[src/rtl/f7_rd_ctrl.sv]
// f7_rd_ctrl
// Reads DEPTH features from the f7 RAM after each start pulse and streams
// them out on a valid/ready interface.
//
// Handshake: a beat transfers on a rising edge where m_valid & m_ready are
// both 1. Once m_valid is 1 it stays 1, and m_data/m_last stay stable, until
// that transfer happens. m_ready may change freely and never affects m_valid.
//
// Ports
//   clk, rst          clock, asynchronous active-high reset
//   start             one-cycle frame start, accepted only in IDLE
//   f7_rd_en/raddr    RAM read strobe and address
//   f7_rdata          RAM data, valid RD_LAT cycles after f7_rd_en
//   m_valid/m_data/m_last/m_ready   output stream
//   busy              high in READ and DRAIN
//   done              one-cycle pulse after the m_last transfer
//   dbg_state         one-hot FSM state, for observation only
module f7_rd_ctrl #(
  parameter int DEPTH  = 84,
  parameter int DW     = 16,
  parameter int AW     = 7,
  parameter int RD_LAT = 2
) (
  input  logic          clk,
  input  logic          rst,
  input  logic          start,
  output logic          f7_rd_en,
  output logic [AW-1:0] f7_raddr,
  input  logic [DW-1:0] f7_rdata,
  output logic          m_valid,
  output logic [DW-1:0] m_data,
  output logic          m_last,
  input  logic          m_ready,
  output logic          busy,
  output logic          done,
  output logic [3:0]    dbg_state
);

  // FIFO sized so a full pipeline of reads always has a slot waiting.
  localparam int FD = RD_LAT + 2;
  localparam int PW = $clog2(FD);
  localparam int CW = $clog2(FD + 1);
  localparam logic [AW-1:0] LAST_IDX   = AW'(DEPTH - 1);
  localparam logic [CW:0]   CREDIT_MAX = (CW + 1)'(FD);
  localparam logic [PW-1:0] PTR_LAST   = PW'(FD - 1);

  typedef enum logic [3:0] {
    S_IDLE  = 4'b0001,
    S_READ  = 4'b0010,
    S_DRAIN = 4'b0100,
    S_DONE  = 4'b1000
  } state_t;

  state_t            r_state;
  logic [AW-1:0]     r_addr;
  logic [AW-1:0]     r_idx;       // index of the FIFO head within the frame
  logic [RD_LAT-1:0] r_vsr;       // read-valid pipeline matching RAM latency
  logic [CW-1:0]     r_inflight;
  logic [CW-1:0]     r_count;
  logic [PW-1:0]     r_wr_ptr;
  logic [PW-1:0]     r_rd_ptr;
  logic [DW-1:0]     r_mem [0:FD-1];

  logic              w_rd_en;
  logic              w_push;
  logic              w_pop;
  logic              w_not_empty;
  logic [CW:0]       w_credit_used;

  // Every slot already holding data or promised to an in-flight read is
  // counted, so a read is only issued when its data is guaranteed a slot.
  assign w_credit_used = {1'b0, r_count} + {1'b0, r_inflight};
  assign w_rd_en       = (r_state == S_READ) && (w_credit_used < CREDIT_MAX);
  assign w_push        = r_vsr[RD_LAT-1];
  assign w_not_empty   = (r_count != '0);
  assign w_pop         = w_not_empty && m_ready;

  assign f7_rd_en  = w_rd_en;
  assign f7_raddr  = r_addr;
  assign m_valid   = w_not_empty;
  // Gated so the output is 0 rather than stale storage when nothing is held.
  assign m_data    = w_not_empty ? r_mem[r_rd_ptr] : '0;
  assign m_last    = w_not_empty && (r_idx == LAST_IDX);
  assign busy      = (r_state == S_READ) || (r_state == S_DRAIN);
  assign done      = (r_state == S_DONE);
  assign dbg_state = r_state;

  // FSM, read address and output index
  always_ff @(posedge clk or posedge rst) begin
    if (rst) begin
      r_state <= S_IDLE;
      r_addr  <= '0;
      r_idx   <= '0;
    end else begin
      case (r_state)
        S_IDLE:  if (start) r_state <= S_READ;
        S_READ:  if (w_rd_en && (r_addr == LAST_IDX)) r_state <= S_DRAIN;
        S_DRAIN: if (w_pop && m_last) r_state <= S_DONE;
        S_DONE:  r_state <= S_IDLE;
        default: r_state <= S_IDLE;
      endcase

      if (w_rd_en) begin
        r_addr <= (r_addr == LAST_IDX) ? '0 : r_addr + 1'b1;
      end

      if (w_pop) begin
        r_idx <= (r_idx == LAST_IDX) ? '0 : r_idx + 1'b1;
      end
    end
  end

  // Latency pipeline, in-flight counter and FIFO control
  always_ff @(posedge clk or posedge rst) begin
    if (rst) begin
      r_vsr      <= '0;
      r_inflight <= '0;
      r_count    <= '0;
      r_wr_ptr   <= '0;
      r_rd_ptr   <= '0;
    end else begin
      r_vsr[0] <= w_rd_en;
      for (int i = 1; i < RD_LAT; i++) begin
        r_vsr[i] <= r_vsr[i-1];
      end

      case ({w_rd_en, w_push})
        2'b10:   r_inflight <= r_inflight + 1'b1;
        2'b01:   r_inflight <= r_inflight - 1'b1;
        default: r_inflight <= r_inflight;
      endcase

      case ({w_push, w_pop})
        2'b10:   r_count <= r_count + 1'b1;
        2'b01:   r_count <= r_count - 1'b1;
        default: r_count <= r_count;
      endcase

      if (w_push) begin
        r_wr_ptr <= (r_wr_ptr == PTR_LAST) ? '0 : r_wr_ptr + 1'b1;
      end
      if (w_pop) begin
        r_rd_ptr <= (r_rd_ptr == PTR_LAST) ? '0 : r_rd_ptr + 1'b1;
      end
    end
  end

  // FIFO storage carries no reset; the pointers alone define its contents.
  always_ff @(posedge clk) begin
    if (w_push) begin
      r_mem[r_wr_ptr] <= f7_rdata;
    end
  end

endmodule

[config.mk]
export PLATFORM = sky130hd
export DESIGN_NAME = f7_rd_ctrl
export DESIGN_NICKNAME = d
export VERILOG_FILES = /design/src/rtl/f7_rd_ctrl.sv
export SDC_FILE = /design/constraint.sdc
export NUM_CORES = 1
export LEC_CHECK = 0
export ABC_AREA = 1
export CORE_UTILIZATION = 50
export DETAILED_ROUTE_END_ITERATION = 8
export PLACE_DENSITY = 0.73
export SYNTH_ARGS = -nofsm -noshare
export SYNTH_HDL_FRONTEND = slang
export SYNTH_SLANG_ARGS = --single-unit
[constraint.sdc]
create_clock -name clk -period 2.9 [get_ports clk]
set_input_delay 0.87 -clock clk [delete_from_list [all_inputs] [get_ports clk]]
set_output_delay 0.87 -clock clk [all_outputs]
set_load 0.005 [all_outputs]
# After elaboration in Yosys (flattened, before gate mapping)

Memories as Yosys holds them, arrays and structs flattened.
Index checks and enable logic that the tools add are counted.

Flip-flop bits (word level): 30
Output and inout bits: 32
Memories: 1
Logic and storage cells: 57
Input port bits: 20
RAM bits: 64

Memory list:

| memory | depth | bits a word | read ports | clocked after memory_dff | wr ports | line | RTL |
|---|---|---|---|---|---|---|---|
| r_mem  | 4     | 16          | 1          | 0                        | 1        | 62   | `logic [DW-1:0] r_mem [0:FD-1];` |

Reduce and logical (&&, ||, !) cells: 10
Order comparisons: 1
Mux-type cells: 13
Add/sub/neg operators: 9
Equal/unequal tests: 15

Operators by type and width:

| cell                                                        | count |
|---|---|
| two-way mux 16 bit                                          | 1 |
| adder 7 x 1 -> 7 bit (second input constant)                | 2 |
| == test 7 bit (second input constant)                       | 2 |
| two-way mux 7 bit                                           | 2 |
| two-way mux 4 bit                                           | 3 |
| case mux 3 bit (2 select lines)                             | 2 |
| case mux 4 bit (3 select lines)                             | 1 |
| == test 2 bit (second input constant)                       | 4 |
| adder 3 x 1 -> 3 bit (second input constant)                | 2 |
| subtractor 3 x 1 -> 3 bit (second input constant)           | 2 |
| logical AND 1 bit                                           | 5 |
| adder 2 x 1 -> 2 bit (second input constant)                | 2 |
| adder 3 x 3 -> 4 bit                                        | 1 |
| == test 2 x 1 -> 1 bit (second input constant)              | 2 |
| == test 4 x 1 -> 1 bit (second input constant)              | 1 |
| == test 4 x 2 -> 1 bit (second input constant)              | 1 |
| == test 4 x 3 -> 1 bit (second input constant)              | 1 |
| == test 4 bit (second input constant)                       | 1 |
| less-than comparator 4 x 3 -> 1 bit (second input constant) | 1 |
| two-way mux 2 bit                                           | 2 |
| inequality test 2 x 1 -> 1 bit (second input constant)      | 2 |
| nonzero test 2 bit                                          | 2 |
| AND reduction 3 bit                                         | 1 |
| nonzero test 3 bit                                          | 1 |
| other kinds (3)                                             | 4 |

# Logic depth before layout (Yosys ltp)

Gate-level depths: netlist of the first run.

Depth in word-level cells: 6
Mapped depth: 9
Gate-level depth less buffers: 9

# Least setup slack after synthesis of the first run

OpenSTA, ideal clock, no wires.

Path type: input-to-reg
Start point: input port m_ready
End point: register r_count[2]
Data arrival time: 2141 ps
Path slack: 635 ps
Path buffers: 1
Cell stages on the path: 9
Library setup time: 124 ps
Required time: 2776 ps
Path through: inv_1 -> a21oi_4 -> buf_4 -> ha_1 -> inv_1 -> fa_1 -> a21oi_1 -> o21ai_0 -> xnor2_1

Word-level cells in the longest chain between the ends: 3
Elaborated cells on any way between the ends: 5
Classes of those cells: eq/ne (2); mux (1); reduce/logical (2)

Ends and longest elaborated chain:

| element                                                               | line | RTL |
|---|---|---|
| from (decl)                                                           | 33   | `input logic m_ready,` |
| logical AND 1 bit *                                                   | 76   | `assign w_pop = w_not_empty && m_ready;` |
| via w_pop                                                             | 66   | `logic w_pop;` |
| == test 2 x 1 -> 1 bit or == test 2 bit (tied branches)               | 133  | `case ({w_push, w_pop})` |
| case mux 3 bit (2 select lines) or nonzero test 2 bit (tied branches) | --   |  |
| to (signal assigned)                                                  | 134  | `2'b10: r_count <= r_count + 1'b1;` |
| to (signal assigned)                                                  | 135  | `2'b01: r_count <= r_count - 1'b1;` |
| to (signal assigned)                                                  | 136  | `default: r_count <= r_count;` |
| to (decl)                                                             | 59   | `logic [CW-1:0] r_count;` |

Mark *: on every way through the listed nets, which the timed path passes. The rest lies on a longest branch.
A chain may end at the register's enable or synchronous reset.

# Final worst setup path of the first run

Start point: register r_rd_ptr[0]
End point: output port m_data[10]

Word-level cells in the longest chain between the ends: 2

Ends and longest elaborated chain:

| element                | line | RTL |
|---|---|---|
| from (decl)            | 61   | `logic [PW-1:0] r_rd_ptr;` |
| from (signal assigned) | 143  | `r_rd_ptr <= (r_rd_ptr == PTR_LAST) ? '0 : r_rd_ptr + 1'b1;` |
| memory (4 x 16 bit)    | --   |  |
| two-way mux 16 bit     | 82   | `assign m_data = w_not_empty ? r_mem[r_rd_ptr] : '0;` |
| to (decl)              | 31   | `output logic [DW-1:0] m_data,` |

Every way passes these cells.

==> results of run 1 <==
-- flip-flops by register name (all words and copies together), names as in the netlist, 3 cells and up --
name and cells:
dbg_state 4, f7_raddr 7, r_count 3, r_idx 7
r_inflight 3, r_mem 64
-- layer usage --
layer | share of wire [%] | wire [um] | global-route usage, %
met2 | 50 | 4172 | 34.12
met1 | 44 | 3680 | 25.80
met5 | 0 | 0 | 0
met3 | 4.2 | 347 | 3.317
met4 | 1.2 | 100 | 6.923
-- metrics by stage --
stage	setup WS, ns	std cells	total power, mW	area [um2]
floorplan	0.6348	413	3.139	4247
global placement	0.2920	564	3.915	4885
detailed placement	0.2313	564	3.984	4885
CTS	0.003124	582	4.962	5136
global route	-0.04427	588	5.489	5245
finish	0.08112	588	5.111	5245
-- layout make-up --
class,count,area [um2]
clock buffer,9,123.9
clock inverter,7,91.34
fill,639,2972
inverter,42,165.2
multi-input combinational,264,1395
sequential,94,2678
tap,105,131.4
timing repair buffer,67,660.6
-- where the power goes --
part	switching [mW]	total (mW)	internal, mW	leakage (nW)
combinational	1.16	2.29	1.13	1.05
clock	0.487	0.906	0.419	0.105
sequential	0.227	1.91	1.68	0.946
-- cell usage after synthesis (3+ instances only) --
cell,count,area [um2]
o21ai_1,8,40.04
inv_2,5,18.77
inv_1,37,138.9
nand3_1,11,55.05
edfxtp_1,64,1922
a21oi_1,26,130.1
ha_1,11,137.6
nand2_1,59,221.5
nor3_1,4,20.02
o21ai_0,36,180.2
xnor2_1,5,43.79
dfrtp_1,29,725.7
clkbuf_1,5,18.77
xor2_1,3,26.28
buf_2,6,30.03
nor2_1,83,311.6
nand4_1,5,31.28
-- final timing paths --
kind / from / to / depth (start not counted)
hold reg to reg: r_vsr[0] / r_vsr[1] / 0
setup / recovery: r_rd_ptr[0] / m_data[10] / 5
min in group asynchronous: rst / r_idx[1] / 3
hold / removal: r_vsr[0] / r_vsr[1] / 0
max in group asynchronous: rst / dbg_state[0] / 3
setup reg to reg: r_inflight[2] / r_inflight[2] / 9
-- repair_timing --
item,in CTS,in global routing
buffers inserted,2,6
gates resized for setup,3,20
pin swaps,2,5
setup endpoints to repair,4,18
-- cell families (layout without fill, tap and decap cells) --
logic type / count (synthesis) / count (layout) / synth area share (%)
AO/OA/AOI/OAI: 73 / 73 / 8.986
XOR/XNOR: 8 / 8 / 1.650
adder cells (fa/ha/maj): 13 / 13 / 4.184
buffers and inverters: 55 / 125 / 5.215
flip-flops: 94 / 94 / 62.96
multiplexers: 1 / 1 / 0.2652
AND/OR/NAND/NOR: 169 / 169 / 16.74
-- worst register-to-register path, stage by stage, from the launching register on --
cell	delay, ns
dfrtp_1	0.43
ha_4	0.28
nor3_4	0.16
nand3_2	0.12
buf_4	0.17
ha_1	0.23
fa_1	0.38
a21oi_1	0.15
o21ai_0	0.12
xnor2_1	0.14
==> reports/qor.txt, run 1 <==
Status: finished, final reports clean
EDFF count, synth: 64
Crit path max-delay family: buffers and inverters
Worst endpoint required time: 2.03 ns
IO Port Bufs: 51
CTS sink cnt: 94
Antenna diode count: 0
Slew HR: 49.59%
Clock Path Buffers: 2
WP buf/inv: 3
Most common cell after layout, fill and taps aside: nor2_1
CP Max Fanout: 13
CTS buffer count: 9
First-pass GRT wire length: 13240 um
Arr. time, crit path: 1.95 ns
Root Driver: clkbuf_8
Peak Freq: 354.8 MHz
Seq/Total Area, Yosys: 62.96%
Crit path kind: flop to output port
Leakage power total: 2.103 nW
Ys Warns: 0
Worst slew pin tran: 0.7553 ns
Finished Core Util: 63.83%
Post-Syn Instances: 413
Setup skew after layout: 0.009935 ns
Clock transition at the registers of the reported paths: 0.10 ns
I/O pin count: 52
Hold WS: 0.3586 ns
Final Cycle Share: 97.20%
Post-DP HPWL: 5389 um
Synthesized area: 0.004247 mm2
Largest net degree at the start of global routing: 31
Max cap viols: 0
Commonest cells after routing, fill and taps aside: 81 x nor2_1, 64 x edfxtp_1, 59 x nand2_1, 50 x clkdlybuf4s50_1, 37 x inv_1
Skew-Pair Late Insertion Delay: 0.36 ns
Post-synth net total: 446
Max IR drop VDD: 0.0004177 V
Setup TNS: 0 ns
Mean Syn Cell Area: 10.28 um2
Pwr Density: 974.4 mW/mm2
Vias per cell: 5.128
Post-DR wirelength/cell: 14.12 um
Detailed Routing Iterations Pass 1: 4
RSZ-0062 raised after global routing: true
Post-synthesis register bit count: 94
Initial antenna violation count: 0
Slowest-stage cell, CP: clkdlybuf4s50_1
Die W: 94.16 um
Synth Flop Type: edfxtp_1
Final Setup Violations: 0
Worst reg-to-reg setup slack: 0.60 ns
CP endpoint kind: output port
H-tree depth: 3
Die area: 0.008866 mm2
Vias post-DR: 3015
Final hold vios: 0
Asr flop ratio synth: 31.91%
Congestion Overflow GR: 0
Fin crit period: 2.819 ns
Layout cells sized above 1: 11.39%
Final net count: 511
DRT Wirelength: 8301 um
Routed Antenna Nets: 0
Die span in y: 94.16 um
# DRC: 0
Crit-path cells: inv_4 > buf_4 > o21ai_0 > a21oi_1 > clkdlybuf4s50_1
Pins over their slew limit: 0
Cts hold-fix bufs: 0
Initial Utilization: 51.68%
Synth-to-layout area growth: 23.51%
TritonCTS clock tree: yes
Number of global-route vias before repair: 2819
Critical path's largest stage delay: 0.51 ns
Critical Path Source Type: flop
Worst min path class: flop to flop
Placer Congestion: 0.7945
DR iter-0 viols: 167
Global Route Usage Sum: 20.02%
Core area: 0.008217 mm2
# rows: 33
Synth unique cells: 29
Power figures use the tool's default switching activity.
==> inputs of run 2 (changes only) <==
- CORE_UTILIZATION: 50 -> 41
- PLACE_DENSITY: 0.73 -> 0.62
==> reports/qor.txt, run 2 (same netlist as run 1, synthesis figures left out) <==
Post-DR wirelength/cell: 13.82 um (was 14.12 um)
First-pass GRT wire length: 14160 um (was 13240 um)
Fin crit period: 2.811 ns (was 2.819 ns)
Die span in y: 103.8 um (was 94.16 um)
# rows: 36 (was 33)
Routed Antenna Nets: 0 (unchanged)
Cell Area, Placed: 0.004927 mm2 (was 0.004885 mm2)
Detailed Routing Iterations Pass 1: 5 (was 4)
Max FFs per register: 64 (unchanged)
Final Setup Violations: 0 (unchanged)
Skew-Pair Late Insertion Delay: 0.37 ns (was 0.36 ns)
H-tree depth: 3 (unchanged)
Congestion Overflow GR: 0 (unchanged)
Final instance area: 0.005258 mm2 (was 0.005245 mm2)
Layout cells sized above 1: 10.81% (was 11.39%)
Vias post-DR: 2938 (was 3015)
IO Port Bufs: 51 (unchanged)
Setup skew after layout: 0.01207 ns (was 0.009935 ns)
Initial Utilization: 42.85% (was 51.68%)
Crit path kind: flop to output port (unchanged)
Post-DP HPWL: 5650 um (was 5389 um)
RSZ-0062 raised after global routing: true (unchanged)
I/O pin count: 52 (unchanged)
Arr. time, crit path: 1.94 ns (was 1.95 ns)
Most flops, register: r_mem (unchanged)
Max IR drop VDD: 0.0003230 V (was 0.0004177 V)
Largest net degree at the start of global routing: 31 (unchanged)
Placer Congestion: 0.7997 (was 0.7945)
Critical Path Source Type: flop (unchanged)
Clock transition at the registers of the reported paths: 0.10 ns (about the same)
Final Cycle Share: 96.94% (was 97.20%)
# DRC: 0 (unchanged)
Worst slew pin tran: 0.7726 ns (was 0.7553 ns)
Clock Path Buffers: 2 (unchanged)
Setup TNS: 0 ns (unchanged)
Cts hold-fix bufs: 0 (unchanged)
CP endpoint kind: output port (unchanged)
DRT Wirelength: 8484 um (was 8301 um)
Number of global-route vias before repair: 2922 (was 2819)
CTS buffer count: 9 (unchanged)
Vias per cell: 4.785 (was 5.128)
Worst endpoint required time: 2.03 ns (about the same)
Die area: 0.01077 mm2 (was 0.008866 mm2)
TritonCTS clock tree: yes (unchanged)
Die W: 103.8 um (was 94.16 um)
Global Route Usage Sum: 16.81% (was 20.02%)
Synth-to-layout area growth: 23.81% (was 23.51%)
Hold path depth: 0 (unchanged)
CTS sink cnt: 94 (unchanged)
Root Driver: clkbuf_8 (unchanged)
Worst min path class: flop to flop (unchanged)
Leakage power total: 2.152 nW (was 2.103 nW)
Pins over their slew limit: 0 (unchanged)
Most common cell after layout, fill and taps aside: nor2_1 (unchanged)
DR iter-0 viols: 143 (was 167)
Max cap viols: 0 (unchanged)
CP Max Fanout: 5 (was 13)
Core area: 0.009910 mm2 (was 0.008217 mm2)
Finished Core Util: 53.06% (was 63.83%)
Initial antenna violation count: 0 (unchanged)
Peak Freq: 355.7 MHz (was 354.8 MHz)
Commonest cells after routing, fill and taps aside: 82 x nor2_1, 64 x edfxtp_1, 59 x nand2_1, 44 x clkdlybuf4s50_1, 37 x inv_1 (was 81 x nor2_1, 64 x edfxtp_1, 59 x nand2_1, 50 x clkdlybuf4s50_1, 37 x inv_1)
Pwr Density: 946.5 mW/mm2 (was 974.4 mW/mm2)
Final hold vios: 0 (unchanged)
Fillers: 901 (was 639)
Status: finished, final reports clean (unchanged)
Final net count: 509 (was 511)
Antenna diode count: 0 (unchanged)
Slew HR: 48.43% (was 49.59%)
Worst-case reg-to-reg path depth: 9 (unchanged)
run 2: changes by cell type in the layout (fill, tap and decap cells not counted), moves of 2 or more:
cell	change
inv_8	+2
inv_4	-2
dlymetal6s2s_1	+6
clkdlybuf4s50_1	-6
run 2: final cells by class:
cell class,count,area [um2],share of cell area (%)
sequential,94,2678,50.93
multi-input combinational,264,1393,26.49
clock buffer,9,123.9,2.356
tap,133,166.4,3.165
inverter,42,170.2,3.237
timing repair buffer,65,661.9,12.59
clock inverter,7,65.06,1.238
run 2: timing repair:
action	CTS	global route
endpoints found under the setup margin	17	18
setup buffers	1	4
pin swaps	2	5
gates resized for setup	7	24
run 2: metrics by stage:
step,setup WS (ns),hold slack [ns],power (mW),std cells
5_1_grt,-0.004821,0.4120,5.364,614
2_1_floorplan,0.6348,0.3312,3.139,413
3_3_place_gp,0.2719,0.3415,3.965,593
3_5_place_dp,0.2393,0.3575,4.017,593
6_report,0.08885,0.3818,4.976,614
4_1_cts,-0.01855,0.3865,4.934,610
run 2: worst paths after layout:
kind	slack (ns)	start	to
max	0.09	r_count[1]	f7_rd_en
min	0.38	r_vsr[0]	r_vsr[1]
max reg2reg	0.66	r_count[1]	r_inflight[2]
min reg2reg	0.38	r_vsr[0]	r_vsr[1]
max in group asynchronous	1.69	rst	dbg_state[0]
min in group asynchronous	0.88	rst	r_idx[4]
run 2: critical path, stage by stage (launching register included):
cell and delay [ns]:
dfrtp_1 0.44, ha_2 0.23, nor3_4 0.19, nand3_2 0.11, inv_2 0.10, clkdlybuf4s50_1 0.51
run 2: layer usage:
metal	share of wire [%]	track usage (%)	up-vias
li1	-	-	1504
met1	48	22.19	1389
met2	47	26.89	37
met3	3.2	4.342	8
met4	1.5	5.918	0
met5	0	0	-
run 2: power by group:
group	switching, mW	internal (mW)	leakage [nW]	total (mW)
logic	1.13	1.09	1.11	2.21
registers	0.241	1.68	0.946	1.92
clock network	0.503	0.334	0.0995	0.838
==> inputs of run 3 (changes only) <==
- SLEW_MARGIN: default -> 25
==> results of run 3 <==
No change in the layout: final DEF, timing and power equal those of run 2.
